[config.mk]
export PLATFORM = sky130hd
export DESIGN_NAME = ping_pong_reader
export DESIGN_NICKNAME = d
export VERILOG_FILES = /design/src/rtl/ping_pong_pkg.sv /design/src/rtl/ping_pong_out_fifo.sv /design/src/rtl/ping_pong_reader.sv
export SDC_FILE = /design/constraint.sdc
export NUM_CORES = 1
export LEC_CHECK = 0
export ABC_AREA = 0
export CAP_MARGIN = 20
export CORE_UTILIZATION = 30
export DETAILED_ROUTE_END_ITERATION = 8
export SETUP_SLACK_MARGIN = 0.15
export SLEW_MARGIN = 25
export SYNTH_ARGS = -nofsm -noshare
export SYNTH_HDL_FRONTEND = slang
export SYNTH_SLANG_ARGS = --single-unit
export TNS_END_PERCENT = 30
[constraint.sdc]
create_clock -name clock -period 2.6 [get_ports clock]
set_input_delay 0.65 -clock clock [delete_from_list [all_inputs] [get_ports clock]]
set_output_delay 0.65 -clock clock [all_outputs]
set_load 0.1 [all_outputs]
[src/rtl/ping_pong_pkg.sv]
// Shared definitions for the ping-pong buffer writer and reader.
package ping_pong_pkg;

  // Reader sequencing: waiting for a full bank, or issuing reads from one.
  typedef enum logic {
    IDLE = 1'b0,
    READ = 1'b1
  } pp_state_e;

  // Ceiling log2, usable in constant expressions for port widths.
  function automatic int clog2(input int value);
    int result;
    result = 0;
    for (int i = 0; i < 32; i++) begin
      if ((1 << result) < value) begin
        result = result + 1;
      end
    end
    return result;
  endfunction

endpackage

[src/rtl/ping_pong_out_fifo.sv]
// Two-entry output FIFO between the bank read port and the streaming output.
// Simultaneous push and pop are both honoured, including when full.
module ping_pong_out_fifo #(
  parameter int DATA_WIDTH = 32
) (
  input  logic                  i_clock,
  input  logic                  i_reset,
  input  logic                  i_push,
  input  logic [DATA_WIDTH-1:0] i_push_data,
  input  logic                  i_pop,
  output logic [DATA_WIDTH-1:0] o_data,
  output logic                  o_valid,
  output logic [1:0]            o_count
);

  logic [DATA_WIDTH-1:0] r_mem [2];
  logic                  r_wr_ptr;
  logic                  r_rd_ptr;
  logic [1:0]            r_count;
  logic                  w_pop;

  // A pop request against an empty FIFO is ignored.
  assign w_pop = i_pop && (r_count != 2'd0);

  // Storage, pointers and occupancy update.
  always_ff @(posedge i_clock or posedge i_reset) begin
    if (i_reset) begin
      // NOTE: the two entries are reset because the head entry drives the
      // output directly, and that output must read zero out of reset.
      r_mem[0] <= '0;
      r_mem[1] <= '0;
      r_wr_ptr <= 1'b0;
      r_rd_ptr <= 1'b0;
      r_count  <= 2'd0;
    end else begin
      // NOTE: non-blocking assignments so every register here samples the
      // pre-edge values, independent of statement order.
      if (i_push) begin
        r_mem[r_wr_ptr] <= i_push_data;
        r_wr_ptr        <= ~r_wr_ptr;
      end
      if (w_pop) begin
        r_rd_ptr <= ~r_rd_ptr;
      end
      case ({i_push, w_pop})
        2'b10:   r_count <= r_count + 2'd1;
        2'b01:   r_count <= r_count - 2'd1;
        default: r_count <= r_count;
      endcase
    end
  end

  assign o_data  = r_mem[r_rd_ptr];
  assign o_valid = (r_count != 2'd0);
  assign o_count = r_count;

  // The reader's credit rule must never push into a full, unpopped FIFO.
  a_no_overflow: assert property (@(posedge i_clock) disable iff (i_reset)
    !(i_push && !w_pop && (r_count == 2'd2)));

endmodule

[src/rtl/ping_pong_reader.sv]
// Read side of the ping-pong buffer: drains full banks in strict alternation
// through a 1-cycle-latency read port and streams the words out valid/ready.
module ping_pong_reader
  import ping_pong_pkg::*;
#(
  parameter int  DATA_WIDTH = 32,
  parameter int  BANK_DEPTH = 4,
  localparam int ADDR_WIDTH = (clog2(BANK_DEPTH) < 1) ? 1 : clog2(BANK_DEPTH)
) (
  input  logic                  clock,
  input  logic                  reset,
  input  logic [1:0]            bank_full,
  output logic [1:0]            bank_release,
  output logic                  rd_en,
  output logic                  rd_bank,
  output logic [ADDR_WIDTH-1:0] rd_addr,
  input  logic [DATA_WIDTH-1:0] rd_data,
  output logic [DATA_WIDTH-1:0] data_output,
  output logic                  data_valid,
  input  logic                  data_ready,
  output logic                  busy
);

  localparam logic [ADDR_WIDTH-1:0] LAST_ADDR = ADDR_WIDTH'(BANK_DEPTH - 1);

  pp_state_e             r_state;
  pp_state_e             w_state_next;
  logic                  r_bank;        // bank being read, or next bank when idle
  logic                  w_bank_next;
  logic [ADDR_WIDTH-1:0] r_addr;
  logic [ADDR_WIDTH-1:0] w_addr_next;
  logic                  r_inflight;    // a read was issued last cycle
  logic [1:0]            r_release;
  logic [1:0]            r_consumed;    // bank already drained since it filled
  logic [1:0]            w_eligible;
  logic                  w_rd_en;
  logic                  w_last;
  logic                  w_pop;
  logic                  w_credit_ok;
  logic [1:0]            w_fifo_count;
  logic [2:0]            w_occupancy;
  logic [2:0]            w_credit_limit;

  assign w_eligible = bank_full & ~r_consumed;
  assign w_pop      = data_valid & data_ready;

  // Words held or on their way must stay within the FIFO once this cycle's
  // pop is accounted for, so a read is only issued when a slot is assured.
  assign w_occupancy    = {1'b0, w_fifo_count} + {2'b00, r_inflight};
  assign w_credit_limit = 3'd2 + {2'b00, w_pop};
  assign w_credit_ok    = (w_occupancy < w_credit_limit);

  // Sequencer state register.
  always_ff @(posedge clock or posedge reset) begin
    if (reset) begin
      r_state <= IDLE;
    end else begin
      r_state <= w_state_next;
    end
  end

  // Next state, read strobe and next read address/bank.
  always_comb begin
    // NOTE: every output of this block gets a default first, so no path can
    // leave one unassigned and infer a latch.
    w_state_next = r_state;
    w_bank_next  = r_bank;
    w_addr_next  = r_addr;
    w_rd_en      = 1'b0;
    w_last       = 1'b0;
    case (r_state)
      IDLE: begin
        if (w_eligible[r_bank]) begin
          w_state_next = READ;
          w_addr_next  = '0;
        end
      end
      READ: begin
        if (w_credit_ok) begin
          w_rd_en = 1'b1;
          if (r_addr == LAST_ADDR) begin
            // Hand over to the other bank without a bubble if it is ready.
            w_last       = 1'b1;
            w_addr_next  = '0;
            w_bank_next  = ~r_bank;
            w_state_next = w_eligible[~r_bank] ? READ : IDLE;
          end else begin
            w_addr_next = r_addr + ADDR_WIDTH'(1);
          end
        end
      end
      default: w_state_next = IDLE;
    endcase
  end

  // Read position, in-flight tracking, release pulses and consumed flags.
  always_ff @(posedge clock or posedge reset) begin
    if (reset) begin
      r_bank     <= 1'b0;
      r_addr     <= '0;
      r_inflight <= 1'b0;
      r_release  <= 2'b00;
      r_consumed <= 2'b00;
    end else begin
      r_bank     <= w_bank_next;
      r_addr     <= w_addr_next;
      r_inflight <= w_rd_en;
      r_release  <= w_last ? (r_bank ? 2'b10 : 2'b01) : 2'b00;
      // A released bank stays blocked until the writer drops its full flag.
      r_consumed <= (r_consumed | r_release) & bank_full;
    end
  end

  ping_pong_out_fifo #(
    .DATA_WIDTH(DATA_WIDTH)
  ) u_out_fifo (
    .i_clock    (clock),
    .i_reset    (reset),
    .i_push     (r_inflight),
    .i_push_data(rd_data),
    .i_pop      (w_pop),
    .o_data     (data_output),
    .o_valid    (data_valid),
    .o_count    (w_fifo_count)
  );

  assign rd_en        = w_rd_en;
  assign rd_bank      = r_bank;
  assign rd_addr      = r_addr;
  assign bank_release = r_release;
  assign busy         = (r_state != IDLE) || (w_fifo_count != 2'd0);

endmodule

==> impl_metrics.toml <==
[synth]
yosys_warnings = 0
synth_nets = 264
post_synth_num_cell_types = 23
synthesized_area_per_cell_um2 = 15.0
synth.cell_area_um2 = 3350
part_of_the_yosys_area_used_for_sequential_elements_pct = 57.5
netlist_instances = 223
synth-seq-cells = 77

[setup_path]
worstPathArrival_ns = 1.73
worst-path-buf-inv = 1
worst-path-max-fanout = 2
rr_worst_depth = 3
startpoint = "u_out_fifo.o_count[0]$_DFFE_PP0P_"
r2r_start = "r_inflight$_DFF_PP0_"
worst_ep_required_time_ns = 1.95
timing.critical_path.cells = "ha_4 -> ha_4 -> o21a_1 -> nor3b_4 -> buf_12"
critical_path.reg2reg.endpoint = "u_out_fifo.r_mem[33]$_DFFE_PP0P_"
crit_path_end = "rd_en"
biggest_cell_delay_along_the_critical_path_ns = 0.44
worst-r2r-setup-slack_ns = 0.82
worst_setup_path_end_kind = "primary output"
timing_worst_setup_path_type = "reg -> out"
crit_path_top_delay_cell = "sky130_fd_sc_hd__dfrtp_2"
crit_family = "flip-flops"
cp-start-kind = "register"
worst-path-stages = 5
cpMostUsedCell = "sky130_fd_sc_hd__ha_4"

[global_route]
grt_max_degree = 78
globalRouteOverflowTotal = 0
grt_antenna_before_repair = 0
grt_first_pass_wirelength_mm = 11.1
global_route.usage.total_pct = 12.6
vias_in_the_first_global_route = 2201

[run_status]
status = "finished clean"

[finish]
count_of_inserted_antenna_diode_cells = 0
post_route_cells_drive_above_1_share_pct = 54.6
fillCellCount = 1009
syn2layout_area_growth_pct = 45.6
most_frequent_cells_in_the_layout = "sky130_fd_sc_hd__mux2_2, sky130_fd_sc_hd__dfrtp_1, sky130_fd_sc_hd__clkdlybuf4s50_1, sky130_fd_sc_hd__buf_12, sky130_fd_sc_hd__buf_4"
net_count_of_the_finished_layout = 349
final_common_cell = "sky130_fd_sc_hd__mux2_2"

[die]
die_height_um = 108
row_count = 38
floorplan.initialDensity_pct = 30.9
boundaryPins = 77
fp.dieW_um = 108
core_area_um2 = 10800
die_area_um2 = 11600

[clocking]
insertion_delay_ns = 0.34
cts_num_sinks = 77
ctsHtreeMaxLevel = 3
cts.reportedPaths.clkPinSlew_ns = 0.08
root_buffer = "sky130_fd_sc_hd__clkbuf_8"
cts_made_buffers = 9
cts_max_path_buffers = 2
cts_tree = "built"

[routing]
drcViolationCount = 0
drt-met1-wl_mm = 2.99
detail_route.wl_per_cell_um = 14.9
detailroute.wirelength.met2_mm = 3.42
met3_wire_length_um = 283
postRouteAntennaNets = 0
drt_pass1_iterations = 4
num_vias = 2046
route.top_layer_used = "met4"
dr.first_iter.drc_count = 38
wl_mm = 6.74
detail_route.vias_per_cell = 4.52

[sta]
post-route-period-util_pct = 91.5
rsz_0062_raised_after_global_routing = "no"
finalWorstPathRequiredPeriod_ns = 2.38
max_slew.worst_pin.slew_ns = 0.911
relSlewSlack_pct = 39.3
fin_tns_setup_ns = 0
fin_worst_skew_ns = 0.00661
timing_max_transition_violations_final = 0
fmax_ghz = 0.421
timing_hold_violations_final = 0
setup_viol = 0

[flow_run]
timing.max_cap.violations = 0

[hold_path]
holdCritPathClass = "reg -> reg"

[placement]
post-dp-hpwl_mm = 4.39
final_weighted_congestion_in_routability_driven_placement = 0.635
buffer_ports.inserted = 76
## cells by family (layout without fill, tap and decap cells)
logic type / count (synthesis) / count (layout) / share of synthesized area [%]
muxes: 100 / 100 / 33.5
DFF: 77 / 77 / 57.5
and+or+nand+nor: 14 / 14 / 2.61
adders and majority gates: 4 / 4 / 1.49
AOI/OAI and AO/OA: 7 / 7 / 1.53
buffers and inverters: 15 / 105 / 1.79
xor gates and xnor gates: 6 / 6 / 1.57
## worst min path at each step
stage | startpoint | to | slack (ns) | cells past startpoint
after floorplan | r_consumed[0]$_DFF_PP0_ | r_consumed[0]$_DFF_PP0_ | 0.44 | 1
after global placement | r_consumed[1]$_DFF_PP0_ | r_consumed[1]$_DFF_PP0_ | 0.45 | 1
after detailed placement | r_consumed[0]$_DFF_PP0_ | r_consumed[0]$_DFF_PP0_ | 0.46 | 1
after CTS | r_consumed[0]$_DFF_PP0_ | r_consumed[0]$_DFF_PP0_ | 0.48 | 1
after global routing | r_consumed[1]$_DFF_PP0_ | r_consumed[1]$_DFF_PP0_ | 0.50 | 1
final | r_consumed[0]$_DFF_PP0_ | r_consumed[0]$_DFF_PP0_ | 0.47 | 1
## metal layers
metal | track usage [%] | vias to the layer above
li1 | - | 958
met1 | 15.8 | 1040
met2 | 20.8 | 43
met3 | 3.69 | 5
met4 | 4.40 | 0
met5 | 0 | -
## sequential cells by signal, indices dropped and copies added (netlist names)
register,count
u_out_fifo.r_rd_ptr,1
rd_bank,1
u_out_fifo.r_mem,64
r_inflight,1
r_consumed,2
u_out_fifo.r_wr_ptr,1
bank_release,2
rd_addr,2
u_out_fifo.o_count,2
r_state,1
## layout make-up
type                       instances  area, µm²  share of cell area (%)
tap                              140        175                    3.59
inverter                           4       18.8                   0.385
sequential                        77       1930                    39.5
multi-input combinational        131       1400                    28.7
clock inverter                     6       63.8                    1.31
timing repair buffer              85       1160                    23.9
clock buffer                      10        128                    2.62
## cells in the mapped netlist
| cell type | n | area [µm²] |
|---|---|---|
| sky130_fd_sc_hd__mux2_2 | 95 | 1070 |
| sky130_fd_sc_hd__dfrtp_1 | 77 | 1930 |
| sky130_fd_sc_hd__clkbuf_1 | 5 | 18.8 |
| sky130_fd_sc_hd__ha_1 | 4 | 50.1 |
| sky130_fd_sc_hd__inv_1 | 4 | 15.0 |
| sky130_fd_sc_hd__nand2b_1 | 4 | 25.0 |
| sky130_fd_sc_hd__xnor2_1 | 4 | 35.0 |
| sky130_fd_sc_hd__buf_1 | 3 | 11.3 |
| sky130_fd_sc_hd__buf_2 | 3 | 15.0 |
| sky130_fd_sc_hd__mux2i_1 | 3 | 30.0 |
| sky130_fd_sc_hd__nor2_1 | 3 | 11.3 |
| sky130_fd_sc_hd__o21a_1 | 3 | 22.5 |
| sky130_fd_sc_hd__mux2_1 | 2 | 22.5 |
| sky130_fd_sc_hd__nand2_1 | 2 | 7.51 |
| sky130_fd_sc_hd__o21ai_0 | 2 | 10.0 |
| sky130_fd_sc_hd__xor2_1 | 2 | 17.5 |
| sky130_fd_sc_hd__a221o_1 | 1 | 10.0 |
| sky130_fd_sc_hd__and3_1 | 1 | 6.26 |
| sky130_fd_sc_hd__nor3b_2 | 1 | 12.5 |
| sky130_fd_sc_hd__o21ai_2 | 1 | 8.76 |
| sky130_fd_sc_hd__or2_2 | 1 | 6.26 |
| sky130_fd_sc_hd__or3_2 | 1 | 7.51 |
| sky130_fd_sc_hd__or3_4 | 1 | 11.3 |
## metrics by stage
stage | cell area, µm² | worst slack, ns | hold WS (ns) | util [%] | cells
after CTS | 4870 | 0.166 | 0.480 | 44.9 | 452
after detailed placement | 4630 | 0.0847 | 0.459 | 42.7 | 433
final | 4880 | 0.222 | 0.474 | 45.0 | 453
after floorplan | 3360 | 0.00763 | 0.443 | - | 223
after global placement | 4630 | 0.0886 | 0.454 | 42.7 | 433
after global routing | 4880 | 0.142 | 0.497 | 45.0 | 453
## repair_timing
item                       4_1_cts  5_1_grt
buffers inserted                 3        1
hold buffers                     0        0
setup endpoints to repair        1        1
gates cloned                     0        0
gates resized for setup          6        0
pin swaps                        3        2
Power is not shown: default switching activity piles up to over one toggle a cycle in this logic, so the estimate is an artifact.
